### config.mk
export PLATFORM = sky130hd
export DESIGN_NAME = uart_rx_oversampled
export DESIGN_NICKNAME = d
export VERILOG_FILES = /design/src/rtl/uart_rx_oversampled.sv
export SDC_FILE = /design/constraint.sdc
export NUM_CORES = 1
export LEC_CHECK = 0
export CORE_ASPECT_RATIO = 0.7
export CORE_MARGIN = 4
export CORE_UTILIZATION = 30
export DETAILED_ROUTE_END_ITERATION = 16
export GPL_TIMING_DRIVEN = 0
export SLEW_MARGIN = 20
export SYNTH_ARGS = -nofsm -noshare
export SYNTH_HDL_FRONTEND = slang
export SYNTH_SLANG_ARGS = --single-unit
export TNS_END_PERCENT = 20
### constraint.sdc
create_clock -name Clk -period 2.6 [get_ports Clk]
set_clock_uncertainty 0.2 [all_clocks]
set_input_delay 0.52 -clock Clk [delete_from_list [all_inputs] [get_ports Clk]]
set_output_delay 0.52 -clock Clk [all_outputs]
set_load 0.01 [all_outputs]
### src/rtl/uart_rx_oversampled.sv
// UART receiver, 8N1-style, LSB first, paced by an oversample tick strobe.
`timescale 1ns/1ps
module uart_rx_oversampled #(
   parameter int unsigned DATA_BITS  = 8,
   parameter int unsigned OVERSAMPLE = 16
) (
   input  logic                 Clk,
   input  logic                 Rst_n,
   input  logic                 Tick,
   input  logic                 Rx,
   output logic [DATA_BITS-1:0] RxData,
   output logic                 RxValid,
   output logic                 FrameErr,
   output logic                 Busy
);

   localparam int unsigned SW = $clog2(OVERSAMPLE);
   localparam int unsigned NW = $clog2(DATA_BITS);
   localparam logic [SW-1:0] S_MID  = SW'(OVERSAMPLE / 2 - 1);
   localparam logic [SW-1:0] S_END  = SW'(OVERSAMPLE - 1);
   localparam logic [NW-1:0] N_LAST = NW'(DATA_BITS - 1);

   typedef enum logic [2:0] {
      ST_IDLE  = 3'd0,
      ST_START = 3'd1,
      ST_DATA  = 3'd2,
      ST_STOP  = 3'd3,
      ST_BREAK = 3'd4
   } state_e;

   state_e                 state_q, state_d;
   logic [1:0]             sync_q;
   logic [SW-1:0]          s_cnt_q, s_cnt_d;
   logic [NW-1:0]          n_cnt_q, n_cnt_d;
   logic [DATA_BITS-1:0]   shift_q, shift_d;
   logic [DATA_BITS-1:0]   rx_data_q, rx_data_d;
   logic                   rx_valid_q, rx_valid_d;
   logic                   frame_err_q, frame_err_d;
   logic                   rxs;

   assign rxs      = sync_q[1];
   assign RxData   = rx_data_q;
   assign RxValid  = rx_valid_q;
   assign FrameErr = frame_err_q;
   assign Busy     = (state_q != ST_IDLE);

   // Two-flop synchronizer for the asynchronous serial line; resets to idle-high.
   always_ff @(posedge Clk or negedge Rst_n) begin
      if (!Rst_n) begin
         sync_q <= 2'b11;
      end else begin
         sync_q <= {sync_q[0], Rx};
      end
   end

   // State, counters, shift register and output pulse registers.
   always_ff @(posedge Clk or negedge Rst_n) begin
      if (!Rst_n) begin
         state_q     <= ST_IDLE;
         s_cnt_q     <= '0;
         n_cnt_q     <= '0;
         shift_q     <= '0;
         rx_data_q   <= '0;
         rx_valid_q  <= 1'b0;
         frame_err_q <= 1'b0;
      end else begin
         state_q     <= state_d;
         s_cnt_q     <= s_cnt_d;
         n_cnt_q     <= n_cnt_d;
         shift_q     <= shift_d;
         rx_data_q   <= rx_data_d;
         rx_valid_q  <= rx_valid_d;
         frame_err_q <= frame_err_d;
      end
   end

   // Frame sequencing; everything holds when Tick is low, pulses self-clear.
   always_comb begin
      state_d     = state_q;
      s_cnt_d     = s_cnt_q;
      n_cnt_d     = n_cnt_q;
      shift_d     = shift_q;
      rx_data_d   = rx_data_q;
      rx_valid_d  = 1'b0;
      frame_err_d = 1'b0;
      if (Tick) begin
         unique case (state_q)
            ST_IDLE: begin
               if (!rxs) begin
                  state_d = ST_START;
                  s_cnt_d = '0;
               end
            end
            ST_START: begin
               if (s_cnt_q == S_MID) begin
                  if (!rxs) begin
                     state_d = ST_DATA;
                     s_cnt_d = '0;
                     n_cnt_d = '0;
                  end else begin
                     state_d = ST_IDLE;
                  end
               end else begin
                  s_cnt_d = s_cnt_q + SW'(1);
               end
            end
            ST_DATA: begin
               if (s_cnt_q == S_END) begin
                  shift_d = {rxs, shift_q[DATA_BITS-1:1]};
                  s_cnt_d = '0;
                  if (n_cnt_q == N_LAST) begin
                     state_d = ST_STOP;
                  end else begin
                     n_cnt_d = n_cnt_q + NW'(1);
                  end
               end else begin
                  s_cnt_d = s_cnt_q + SW'(1);
               end
            end
            ST_STOP: begin
               if (s_cnt_q == S_END) begin
                  rx_data_d = shift_q;
                  s_cnt_d   = '0;
                  if (rxs) begin
                     rx_valid_d = 1'b1;
                     state_d    = ST_IDLE;
                  end else begin
                     frame_err_d = 1'b1;
                     state_d     = ST_BREAK;
                  end
               end else begin
                  s_cnt_d = s_cnt_q + SW'(1);
               end
            end
            ST_BREAK: begin
               if (rxs) begin
                  state_d = ST_IDLE;
               end
            end
            default: begin
               state_d = ST_IDLE;
            end
         endcase
      end
   end

endmodule

# ---- Word level (Yosys, flattened, before mapping)
# Cells that the tools add are included.
dict set report word_totals {
  reg_bits 30
  input_bits 4
  out_inout_bits 11
  elab_cells 61
}
dict set report classes {
  n_addsub 2
  eq_ne 15
  n_mux 26
  reduce_logical 10
}
# cell count
set ops {}
lappend ops {{3-bit 2-to-1 mux} 11}
lappend ops {{2-bit != test (second input constant)} 8}
lappend ops {{3-bit case mux with 5 select lines} 1}
lappend ops {{4-bit 2-to-1 mux} 3}
lappend ops {{4-bit case mux with 3 select lines} 1}
lappend ops {{1-bit 2-to-1 mux} 8}
lappend ops {{7-bit AND reduction} 1}
lappend ops {{3-bit by 2-bit equality test with 1-bit output (second input constant)} 2}
lappend ops {{3-bit equality test (second input constant)} 2}
lappend ops {{3-bit case mux with 2 select lines} 1}
lappend ops {{3-bit AND reduction} 2}
lappend ops {{6-bit AND reduction} 1}
lappend ops {{3-bit nonzero test} 2}
lappend ops {{4-bit by 1-bit adder with 4-bit output (second input constant)} 1}
lappend ops {{4-bit by 3-bit equality test with 1-bit output (second input constant)} 1}
lappend ops {{4-bit equality test (second input constant)} 1}
lappend ops {{3-bit by 1-bit adder with 3-bit output (second input constant)} 1}
lappend ops {{3-bit by 1-bit equality test with 1-bit output (second input constant)} 1}
lappend ops {{3-bit zero test} 1}
lappend ops {{2-bit 2-to-1 mux} 1}
lappend ops {{2-bit AND reduction} 1}
lappend ops {{2-bit nonzero test} 1}
lappend ops {{2-bit OR reduction} 1}

# ---- Depth between registers and ports, before layout
dict set report logic_depth {
  ltp_word 4
  mapped_depth 6
  depth_no_buf 5
}

# ---- Worst setup path before layout
# OpenSTA, ideal clock, no wires.
dict set report synth_path {
  path_kind {register to register}
  startpoint {register state_q[2]}
  endpoint {register n_cnt_q[0]}
  setup_ns 0.127
  arrival_time_ns 1.598
  required_ns 2.273
  setup_slack_ns 0.674
  path_stages_with_launch 6
  n_path_buf 1
  synth_period_minus_slack_ns 1.926
  cell_sequence {dfrtp_1 -> clkbuf_1 -> or4b_1 -> o21a_1 -> nor2_1 -> mux2_1}
}
dict set report synth_via {
  elab_chain_cells 3
  word_cells_on_any_way 9
  cone_classes {6 x eq/ne; 1 x mux; 2 x reduce/logical}
}
# item line
set synth_rtl {}
lappend synth_rtl {{start, declared} 31} ;# state_e state_q, state_d;
lappend synth_rtl {{start signal, assigned} 67} ;# state_q <= state_d;
lappend synth_rtl {{3-bit by 2-bit equality test with 1-bit output or 3-bit by 1-bit equality test with 1-bit output (tied branches)} 87} ;# unique case (state_q)
lappend synth_rtl {{2-bit != test (no line) or 2-bit nonzero test (tied branches)} --}
lappend synth_rtl {{6-bit AND reduction (no line)} --}
lappend synth_rtl {{end signal, assigned} 69} ;# n_cnt_q <= n_cnt_d;
lappend synth_rtl {{end, declared} 34} ;# logic [NW-1:0] n_cnt_q, n_cnt_d;
# Several ways; a longest one is shown, not always the timed one.
# A chain may end at the register's enable or synchronous reset.

# ---- Worst setup path after layout
dict set report layout_path {
  startpoint {register state_q[1]}
  endpoint {output port Busy}
}
dict set report layout_via {
  elab_chain_cells 1
}
# item line
set layout_rtl {}
lappend layout_rtl {{3-bit nonzero test} 45} ;# assign Busy = (state_q != ST_IDLE);
lappend layout_rtl {{end, declared} 14} ;# output logic Busy
# No other way between the ends.

==> summary.md <==
| Metric | Value |
|---|---|
| Status | finished, final reports clean |
| Die Height | approximately 65 um |
| Row count | 20 |
| Synth Area per Inst | 12.51 um2 |
| Seq cells post-synth | 30 |
| Met2 usage in global routing | 14.69% |
| Nets | 140 |
| Max clock buf depth | 2 |
| Top Ports | 15 |
| Max Slew Vio Count | 0 |
| Crit start category | register |
| Hold Slack | roughly 0.067 ns |
| Commonest non-fill, non-tap cell in the layout | dfrtp_1 |
| Clock transition at path regs | around 0.060 ns |
| FMAX | around 0.40 GHz |
| Yosys warns | 0 |
| Worst EP arrival | between 1.5 and 2 ns |
| CP Max Fanout | 10 |
| CP Cell Sequence | clkbuf_1, or3_1, clkdlybuf4s50_1 |
| Worst-margin pin slew | approximately 0.65 ns |
| H-tree Lvls | 2 |
| CTS tree | yes |
| Ant. Diodes | 0 |
| Leak | approximately 0.8 nW |
| Met1 Usage GRT | 13.37% |
| Setup Slack @ Placement | ~0.20 ns |
| Grt peak-use layer | met2 |
| Worst reg2reg setup slack | roughly 0.4 ns |
| Mapped cell area | 1401 um2 |
| Min Tclk post-route | approximately 2.5 ns |
| Initial antenna violation count | 0 |
| IO Port Bufs | 14 |
| Worst R2R End | RxData[5] |
| Sequential area share after synthesis | a little over half |
| Critical path type | reg2out |
| R2R depth | 5 |
| Initial Util | about a third |
| Syn Inst Count | ~110 |
| TNS Setup | 0 ns |
| Clk Latency, worst-skew pair | 0.28 ns |
| Commonest cells after routing, fill and taps aside | 28 x dfrtp_1, 16 x mux2_2, 13 x clkdlybuf4s50_1 |
| First-pass GRT wire length | around 4500 um |
| Full die area | approximately 5800 um2 |
| Residual DRC | 0 |
| DRT iter0 DRCs | slightly below 80 |
| CTS root buffer | clkbuf_8 |
| GPL Wtd Cong | between 0.7 and 0.8 |
| Largest net degree at the start of global routing | 31 |
| RSZ-0062 raised after global routing | no |
| Fill cells | 410 |
| Min-Delay Path Class | in2async |
| Vias in the first global route | roughly 930 |
| Setup bufs post-CTS | 0 |
| Global route overflow | 0 |
| End point of the critical path | Busy |
| Final Hold Viols | 0 |
| Routed Antenna Nets | 0 |
| Drt pass-1 iters | 4 |
| Max-cap violations | 0 |
| Final worst-path cycle share | a little over nine tenths |
| Final wirelength | approximately 2400 um |
| Worst rel slew slack | 56.69% |
| Reg-to-Reg Start | s_cnt_q[0] |
| PnR worst setup slack | ~0.11 ns |
| Power density cells | about 900 nW/um2 |
| Gr usage total | ~10% |
| Worst endpoint required time | approximately 1.9 ns |
| CORE AREA | 4429 um2 |
| Die width | roughly 90 um |
| Worst setup startpoint | state_q[1] |
| Net Count, Synth | ~120 |
| Vias per cell | 4.714 |
| Peak VDD IR | between 0.0002 and 0.00025 V |
| CTS sink cnt | 30 |
| Hold-fix buffers at CTS | 0 |
| CTS Buf Count | 5 |
| Layout cells sized above 1 | between 20% and 30% |
| Worst-path cell with the longest stage delay | clkdlybuf4s50_1 |
| Max stage delay on crit path | just under 0.5 ns |
| Crit path capture type | output pin |
| Area growth from synthesis to layout | 21.07% |
| GR Util met3 | 3.008% |
| DP HPWL | between 1500 and 2000 um |
| Post-cts resize count | 0 |
| Post-DR wirelength/cell | approximately 13 um |
| Setup violations, final | 0 |
| Synth cell types | 33 |
| Via count | a little under 900 |
[report_power, final]
group	switching, W	internal [W]
clock network	0.000164	0.000213
registers	0.0000600	0.000539
logic	0.000288	0.000256
[state kept, by name, summed over array words and instances (netlist names)]
name / flops
shift_q: 8
n_cnt_q: 3
sync_q: 2
s_cnt_q: 4
RxValid: 1
RxData: 8
FrameErr: 1
state_q: 3
[logic make-up after synthesis]
family	share of synthesized area, %
DFF	53.75
xor gates and xnor gates	0.6251
buffers and inverters	4.286
muxes	16.07
adders and majority gates	2.679
and+or+nand+nor	10.27
AOI/OAI and AO/OA	12.32
[worst min path at each step]
stage / depth (start not counted) / end / slack, ns
CTS: 1 / n_cnt_q[0] / 0.09
global route: 1 / RxData[5] / 0.13
detailed placement: 0 / sync_q[1] / 0.15
global placement: 0 / sync_q[1] / 0.15
floorplan: 0 / FrameErr / 0.02
finish: 1 / n_cnt_q[0] / 0.07
[metal layers]
metal / share of wire (%) / routed length, um
met2: 47 / 1136
met4: 2.8 / 69
met3: 4.5 / 109
met5: 0 / 0
met1: 46 / 1123
[worst max-delay path: cells and delay by family, from the launching register on]
kind,cells,cell delay (ns)
buffers and inverters,2,0.70
flip-flops,1,0.36
AND/OR/NAND/NOR,1,0.42
[stage by stage]
| stage | area [um2] | instances | utilization (%) | total power [W] |
|---|---|---|---|---|
| final | 1697 | 189 | 38.31 | 0.001520 |
| after global routing | 1697 | 189 | 38.31 | 0.001649 |
| after CTS | 1697 | 189 | 38.31 | 0.001540 |
| after detailed placement | 1605 | 181 | 36.24 | 0.001152 |
| after global placement | 1610 | 181 | 36.36 | 0.001135 |
| after floorplan | 1401 | 112 | - | 0.001027 |
[cell usage after synthesis]
master	number	area, um2
clkbuf_1	2	7.510
nand3_1	1	5.000
nand3b_1	2	15.01
mux2_2	16	180.2
dfrtp_1	28	700.7
o2bb2ai_1	3	26.28
buf_6	2	22.52
nor2_1	5	18.77
nor2_2	2	12.51
a31o_2	1	8.760
nor3_1	4	20.02
nand2_1	3	11.26
o21ai_0	3	15.01
o41ai_1	2	17.52
a21o_1	1	7.510
dfstp_2	2	52.55
inv_1	8	30.03
o221a_2	1	11.26
or4b_1	1	10.01
ha_1	3	37.54
o22ai_1	2	12.51
o221ai_4	1	26.28
or3_1	1	6.260
mux2_1	4	45.04
o21a_1	1	7.510
and3b_1	1	8.760
or3b_1	2	17.52
a211oi_2	1	12.51
and3_1	1	6.260
o21bai_1	1	7.510
a21oi_1	4	20.02
xnor2_1	1	8.760
nand2b_1	2	12.51
[area by class of cell]
class | instances | area, um2 | share of cell area (%)
inverters | 8 | 30.03 | 1.770
clock buffers | 7 | 86.33 | 5.088
flip-flops and latches | 30 | 753.2 | 44.40
well taps | 55 | 68.82 | 4.056
multi-input cells | 70 | 588.1 | 34.66
repair buffers | 14 | 135.1 | 7.965
plain buffers | 4 | 30.03 | 1.770
clock inverters | 1 | 5.005 | 0.2950
Note: power is estimated with default switching activity, not from simulation.
